--- src/rtl/accum_burst_arbiter.sv ---
// accum_burst_arbiter: round-robin grant of a shared wrapping accumulator to two burst requesters
module accum_burst_arbiter #(
  parameter int WIDTH = 8,
  parameter int LEN_W = 4
) (
  input  logic             i_clk,
  input  logic             i_rst,
  input  logic             i_req0_start,
  input  logic [LEN_W-1:0] i_req0_len,
  input  logic [WIDTH-1:0] i_req0_data,
  input  logic             i_req0_valid,
  output logic             o_req0_ready,
  output logic             o_done0,
  input  logic             i_req1_start,
  input  logic [LEN_W-1:0] i_req1_len,
  input  logic [WIDTH-1:0] i_req1_data,
  input  logic             i_req1_valid,
  output logic             o_req1_ready,
  output logic             o_done1,
  output logic [WIDTH-1:0] o_sum,
  output logic             o_ovf,
  output logic             o_busy,
  output logic             o_owner
);
  typedef enum logic [1:0] {IDLE, ACCUM, DONE} state_t;
  state_t           r_state, w_next;
  logic [WIDTH-1:0] r_sum;
  logic             r_ovf, r_owner, r_last;
  logic [LEN_W-1:0] r_len, r_count;
  logic             w_start, w_winner, w_valid, w_accept;
  logic [LEN_W-1:0] w_len_sel, w_count_nx;
  logic [WIDTH-1:0] w_data;
  logic [WIDTH:0]   w_add;
  always_comb begin
    w_start    = i_req0_start | i_req1_start;
    // a tie goes to whoever was not served last
    w_winner   = (i_req0_start & i_req1_start) ? ~r_last : i_req1_start;
    w_len_sel  = w_winner ? i_req1_len : i_req0_len;
    w_data     = r_owner ? i_req1_data : i_req0_data;
    w_valid    = r_owner ? i_req1_valid : i_req0_valid;
    w_accept   = (r_state == ACCUM) & w_valid;
    w_add      = {1'b0, r_sum} + {1'b0, w_data};
    w_count_nx = r_count + 1'b1;
    w_next     = r_state == IDLE  ? (w_start ? (w_len_sel == '0 ? DONE : ACCUM) : IDLE) :
                 r_state == ACCUM ? ((w_accept && w_count_nx == r_len) ? DONE : ACCUM) :
                 IDLE;
  end
  always_ff @(posedge i_clk) begin
    if (i_rst) begin
      r_state <= IDLE;
      r_sum   <= '0;
      r_ovf   <= 1'b0;
      r_count <= '0;
      r_len   <= '0;
      r_owner <= 1'b0;
      r_last  <= 1'b1;
    end else begin
      r_state <= w_next;
      if (r_state == IDLE && w_start) begin
        r_owner <= w_winner;
        r_sum   <= '0;
        r_ovf   <= 1'b0;
        r_count <= '0;
        r_len   <= w_len_sel;
      end else if (w_accept) begin
        r_sum   <= w_add[WIDTH-1:0];
        r_ovf   <= r_ovf | w_add[WIDTH];
        r_count <= w_count_nx;
      end else if (r_state == DONE) begin
        r_last  <= r_owner;
      end
    end
  end
  assign o_req0_ready = (r_state == ACCUM) & ~r_owner;
  assign o_req1_ready = (r_state == ACCUM) & r_owner;
  assign o_done0      = (r_state == DONE) & ~r_owner;
  assign o_done1      = (r_state == DONE) & r_owner;
  assign o_sum        = r_sum;
  assign o_ovf        = r_ovf;
  assign o_busy       = r_state != IDLE;
  assign o_owner      = r_owner;
endmodule
--- config.mk ---
export PLATFORM = sky130hd
export DESIGN_NAME = accum_burst_arbiter
export DESIGN_NICKNAME = d
export VERILOG_FILES = /design/src/rtl/accum_burst_arbiter.sv
export SDC_FILE = /design/constraint.sdc
export NUM_CORES = 1
export LEC_CHECK = 0
export BUFFER_PORTS_ARGS = -buffer_cell sky130_fd_sc_hd__buf_2
export CAP_MARGIN = 20
export CORE_ASPECT_RATIO = 0.75
export CORE_MARGIN = 8
export CORE_UTILIZATION = 45
export DETAILED_ROUTE_END_ITERATION = 6
export GPL_ROUTABILITY_DRIVEN = 0
export GPL_TIMING_DRIVEN = 0
export PLACE_DENSITY_LB_ADDON = 0.05
export SETUP_SLACK_MARGIN = 0.4
export SYNTH_ARGS = -nofsm -noshare
export SYNTH_HDL_FRONTEND = slang
export SYNTH_SLANG_ARGS = --single-unit
--- constraint.sdc ---
create_clock -name i_clk -period 5.1 [get_ports i_clk]
set_input_delay 0.765 -clock i_clk [delete_from_list [all_inputs] [get_ports i_clk]]
set_output_delay 0.765 -clock i_clk [all_outputs]
set_load 0.05 [all_outputs]
==> flow_metrics.py, run 1 <==
metrics = {
    "cts": {
        "cts_setup_buffers": 0,
        "clk_pin_slew_ns": 0.08,
        "clk_path_buf_depth": 2,
        "insertion_delay_ns": 0.26,
        "cts_resized": 0,
        "cts_buffers": 3,
        "cts_tree": "yes",
        "postCtsHoldBufs": 0,
        "cts.sinks": 21,
        "h-tree-depth": 1,
        "clock-root-buffer": "clkbuf_8",
    },
    "pwr": {
        "max-vdd-ir-drop_uv": 200,
        "cellLeakagePower_nw": 0.754,
        "power.density_mw_per_mm2": 275,
    },
    "synthesis": {
        "ys_seq_area_share_pct": 30.3,
        "synth-warning-count": 0,
        "netlist_top_cells_area": "dfxtp_1 30%, ha_1 8.1%, mux2_2 6.5%",
        "synth_nets": 200,
        "syn_inst": 160,
        "async_flop_share_pct": 0,
        "syn-cell-area_mm2": 0.00139,
        "yosysTopAreaCellShare_pct": 30.3,
        "synth_flop_cell": "dfxtp_1",
        "synth_edf_count": 0,
        "avgSynthCellArea_um2": 8.66,
        "ys_seq_elements": 21,
        "ys_types": 43,
        "yosysTopAreaCell": "dfxtp_1",
    },
    "sta": {
        "fmax_mhz": 353,
        "fin_ws_ns": 2.26,
        "final.setup.tns_ns": 0,
        "finalHoldViolCount": 0,
        "slew_viol_final": 0,
        "finalSetupViolCount": 0,
        "finalCritPeriodShare_pct": 55.6,
        "worst_pin_slew_ns": 0.603,
        "rsz0062_at_grt": "no",
        "fin_skew_ns": 0.00884,
        "slew-limit-headroom_pct": 59.2,
        "period_needed_ns": 2.84,
    },
    "worst_setup_path": {
        "critical_path_class": "reg2reg",
        "crit_path_start": "o_owner",
        "worstPathMaxFanout": 10,
        "timing.rr.start": "o_owner",
        "required_ns": 5.31,
        "cp-start-kind": "flop",
        "cp.arrival_ns": 3.05,
        "end_kind": "flop",
    },
    "place": {
        "port_buffers": 44,
        "pre_cts_slack_ns": 2.25,
        "placed_cells": 242,
        "dp_hpwl_um": 2900,
        "placed_cell_area_mm2": 0.00165,
    },
    "global_route": {
        "grt_max_degree": 12,
        "track_usage_pct": 14.2,
        "antenna_found_initial": 0,
        "grt_pass1_vias": 1333,
        "grt_overflow": 0,
        "grt_pass1_wl_um": 6020,
    },
    "route": {
        "drt-wirelength-per-cell_um": 14.5,
        "first_pass_iters": 4,
        "ant_nets": 0,
        "num_vias": 1349,
        "routed_via_density": 5.48,
        "wl_um": 3580,
        "drtIter0Drc": 79,
        "drc": 0,
    },
    "final_layout": {
        "fin_area_mm2": 0.00170,
        "final_common_cell": "buf_2",
        "n_antenna_cell": 0,
        "stdcell_count": 246,
        "drive_gt1_share_pct": 29.8,
        "mostFrequentLayoutCells": "47 x buf_2, 21 x nor2_1, 21 x dfxtp_1",
        "area_delta_synth_final_pct": 22.6,
        "nets": 249,
    },
    "floorplanning": {
        "io_pins": 45,
        "rows": 17,
        "start_util_pct": 47.2,
        "core_area_mm2": 0.00294,
        "dieWidth_um": 80.1,
        "dieHeight_um": 64.1,
        "dieArea_mm2": 0.00513,
    },
    "outcome": {
        "status": "complete, no violations",
    },
    "min_path": {
        "hold_class": "reg2reg",
        "hold_path_startpoint": "o_sum[2]",
    },
    "flow_run": {
        "cap_violations": 0,
    },
}
-- worst max-delay path, stage by stage (launching register included) --
cell,delay (ns)
dfxtp_1,0.46
buf_1,0.50
mux2i_1,0.36
inv_1,0.08
ha_1,0.29
a211oi_1,0.39
o21ai_0,0.21
a2111o_1,0.39
nand3_1,0.08
-- cells by family (layout without fill, tap and decap cells) --
kind of cell,Yosys count,after routing,synth area share [%]
and+or+nand+nor,50,50,17.1
AOI/OAI and AO/OA,42,42,22.1
DFF,21,21,30.3
muxes,14,14,10.8
buffers and inverters,13,61,3.79
adders and majority gates,10,10,9.57
xor gates and xnor gates,10,10,6.32
-- power breakdown --
part	internal [mW]	switching (mW)	total [mW]
registers	0.177	0.0105	0.187
logic	0.0624	0.106	0.168
clock network	0.0557	0.0567	0.112
-- per-stage QoR --
stage	util [%]	power, mW	hold slack, ns
after floorplan	-	0.314	0.454
after global placement	56.4	0.355	0.461
after CTS	57.9	0.468	0.484
final	57.9	0.468	0.478
after global routing	57.9	0.493	0.506
after detailed placement	56.4	0.359	0.473
-- metal layers --
layer	share of wire (%)	GRT usage (%)
met1	48	17.8
met3	7.0	4.61
met5	0	0
met4	0.50	4.07
met2	45	22.6
-- flip-flops by register name, indices dropped and copies added (netlist names) --
register,cells
o_owner,1
o_sum,8
r_last,1
o_ovf,1
r_len,4
r_count,4
r_state,2
-- area by class of cell --
class | instances | area (um2)
Clock buffer | 4 | 45.0
Sequential cell | 21 | 420
Tap cell | 38 | 47.5
Multi-Input combinational cell | 126 | 913
Timing Repair Buffer | 44 | 220
Buffer | 5 | 22.5
Inverter | 8 | 30.0
Fill cell | 290 | 1240
-- path summary, 6_finish.rpt --
kind,endpoint,slack [ns],cells after the start
worst max-delay path,o_sum[5],2.26,8
worst min-delay path,o_sum[2],0.48,2
worst max register to register,o_sum[5],2.26,8
worst min register to register,o_sum[2],0.48,2
-- cells in the mapped netlist (2+ instances only) --
| cell type | number |
|---|---|
| a211oi_1 | 7 |
| a21oi_1 | 8 |
| inv_1 | 8 |
| nand2b_1 | 2 |
| mux2_2 | 8 |
| a21o_1 | 2 |
| nand2_1 | 8 |
| nand3_1 | 5 |
| o211ai_1 | 3 |
| mux2i_1 | 6 |
| o21ai_0 | 6 |
| xor2_1 | 2 |
| buf_2 | 3 |
| nor2_1 | 21 |
| xnor2_1 | 8 |
| dfxtp_1 | 21 |
| a2111o_1 | 2 |
| nor4_1 | 3 |
| ha_1 | 9 |
| nand4_1 | 3 |
| a211o_1 | 3 |
Power figures use the tool's default switching activity.
==> run 2, diff against run 1 <==
==> constraint.sdc (replaced) <==
create_clock -name i_clk -period 2.7 [get_ports i_clk]
set_input_delay 0.405 -clock i_clk [delete_from_list [all_inputs] [get_ports i_clk]]
set_output_delay 0.405 -clock i_clk [all_outputs]
set_load 0.05 [all_outputs]
==> flow_metrics.py, run 2 (synthesis gave the netlist of run 1 again) <==
metrics = {
    "outcome": {
        "status": "complete, no violations",
    },
    "min_path": {
        "hold_class": "reg2reg",
        "min_path_cells": 2,
    },
    "pwr": {
        "max-vdd-ir-drop_uv": 254,
        "power.density_mw_per_mm2": 504,
        "cellLeakagePower_nw": 0.787,
    },
    "final_layout": {
        "mostFrequentLayoutCells": "47 x buf_2, 21 x nor2_1, 20 x dfxtp_1",
        "n_antenna_cell": 0,
        "stdcell_count": 250,
        "fillers": 294,
        "nets": 253,
        "drive_gt1_share_pct": 35.8,
        "final_common_cell": "buf_2",
        "area_delta_synth_final_pct": 29.9,
        "finish.utilization_pct": 61.3,
        "largest_reg_flops": 8,
    },
    "worst_setup_path": {
        "rr_worst_depth": 8,
        "critical_path_class": "reg2reg",
        "end_kind": "flop",
        "required_ns": 2.86,
        "cp-start-kind": "flop",
        "ff2ff_setup_slack_ns": 0.42,
        "worstPathMaxFanout": 5,
        "cp.arrival_ns": 2.44,
    },
    "route": {
        "ant_nets": 0,
        "drc": 0,
        "num_vias": 1363,
        "first_pass_iters": 4,
        "wl_um": 3740,
        "routed_via_density": 5.45,
        "drtIter0Drc": 79,
        "drt-wirelength-per-cell_um": 14.9,
    },
    "cts": {
        "clk_path_buf_depth": 2,
        "cts_tree": "yes",
        "cts_buffers": 3,
        "clock-root-buffer": "clkbuf_8",
        "cts.sinks": 21,
        "insertion_delay_ns": 0.26,
        "h-tree-depth": 1,
        "postCtsHoldBufs": 0,
        "clk_pin_slew_ns": 0.08,
    },
    "global_route": {
        "grt_overflow": 0,
        "track_usage_pct": 15.0,
        "grt_pass1_wl_um": 6360,
        "grt_max_degree": 12,
        "antenna_found_initial": 0,
        "grt_pass1_vias": 1403,
    },
    "sta": {
        "slew_viol_final": 0,
        "slew-limit-headroom_pct": 56.5,
        "fin_skew_ns": 0.00114,
        "finalHoldViolCount": 0,
        "final.setup.tns_ns": 0,
        "finalSetupViolCount": 0,
        "rsz0062_at_grt": "yes",
        "finalCritPeriodShare_pct": 84.3,
        "period_needed_ns": 2.28,
        "fmax_mhz": 439,
        "worst_pin_slew_ns": 0.644,
    },
    "place": {
        "dp_hpwl_um": 2930,
        "port_buffers": 44,
        "placed_cells": 242,
    },
    "floorplanning": {
        "dieWidth_um": 80.1,
        "dieHeight_um": 64.1,
        "io_pins": 45,
        "rows": 17,
        "start_util_pct": 47.2,
        "dieArea_mm2": 0.00513,
        "core_area_mm2": 0.00294,
    },
    "flow_run": {
        "cap_violations": 0,
    },
}
run 2: changes by cell type in the layout (fill, tap and decap cells not counted), sizes merged:
cell	previous run	this run
buf	48	52
run 2: worst paths after layout:
check                               from  endpoint
worst min-delay path            o_sum[3]  o_sum[3]
worst max register to register   o_owner  o_sum[6]
worst min register to register  o_sum[3]  o_sum[3]
worst max-delay path             o_owner  o_sum[6]
run 2: repair_timing:
item,in CTS,in global routing
cloned,0,0
resized for setup,2,10
endpoints found under the setup margin,3,3
buffers inserted,3,1
pin swaps,0,2
run 2: power breakdown:
part | switching, mW | internal (mW) | total, mW
Sequential | 0.0221 | 0.333 | 0.356
Combinational | 0.205 | 0.134 | 0.340
Clock | 0.108 | 0.105 | 0.213
run 2: layout make-up:
cell class / instances / area, um2 / area share [%]
Sequential cell: 21 / 424 / 23.6
Buffer: 5 / 33.8 / 1.88
Timing Repair Buffer: 48 / 250 / 13.9
Tap cell: 38 / 47.5 / 2.64
Clock buffer: 4 / 45.0 / 2.50
Inverter: 8 / 30.0 / 1.67
Multi-Input combinational cell: 126 / 970 / 53.9
run 2: critical path, stage by stage, from the launching register on:
cell and delay [ns]:
dfxtp_4 0.40, buf_8 0.13, buf_4 0.12, mux2_2 0.33
ha_1 0.35, o211a_1 0.14, o31a_1 0.13, or3_1 0.31
a32o_1 0.26
run 2: per-stage QoR:
stage	area, um2	setup WS, ns	hold WS [ns]	power [mW]
floorplan	1400	0.404	0.454	0.595
finish	1800	0.424	0.480	0.908
global placement	1670	0.377	0.460	0.671
CTS	1740	0.410	0.478	0.898
detailed placement	1670	0.353	0.469	0.681
global route	1800	0.356	0.504	0.962
run 2: per-layer routing:
| layer | track usage, % | part of all wire (%) |
|---|---|---|
| met1 | 19.2 | 49 |
| met4 | 4.30 | 0.59 |
| met3 | 4.75 | 7.0 |
| met5 | 0 | 0 |
| met2 | 23.5 | 43 |
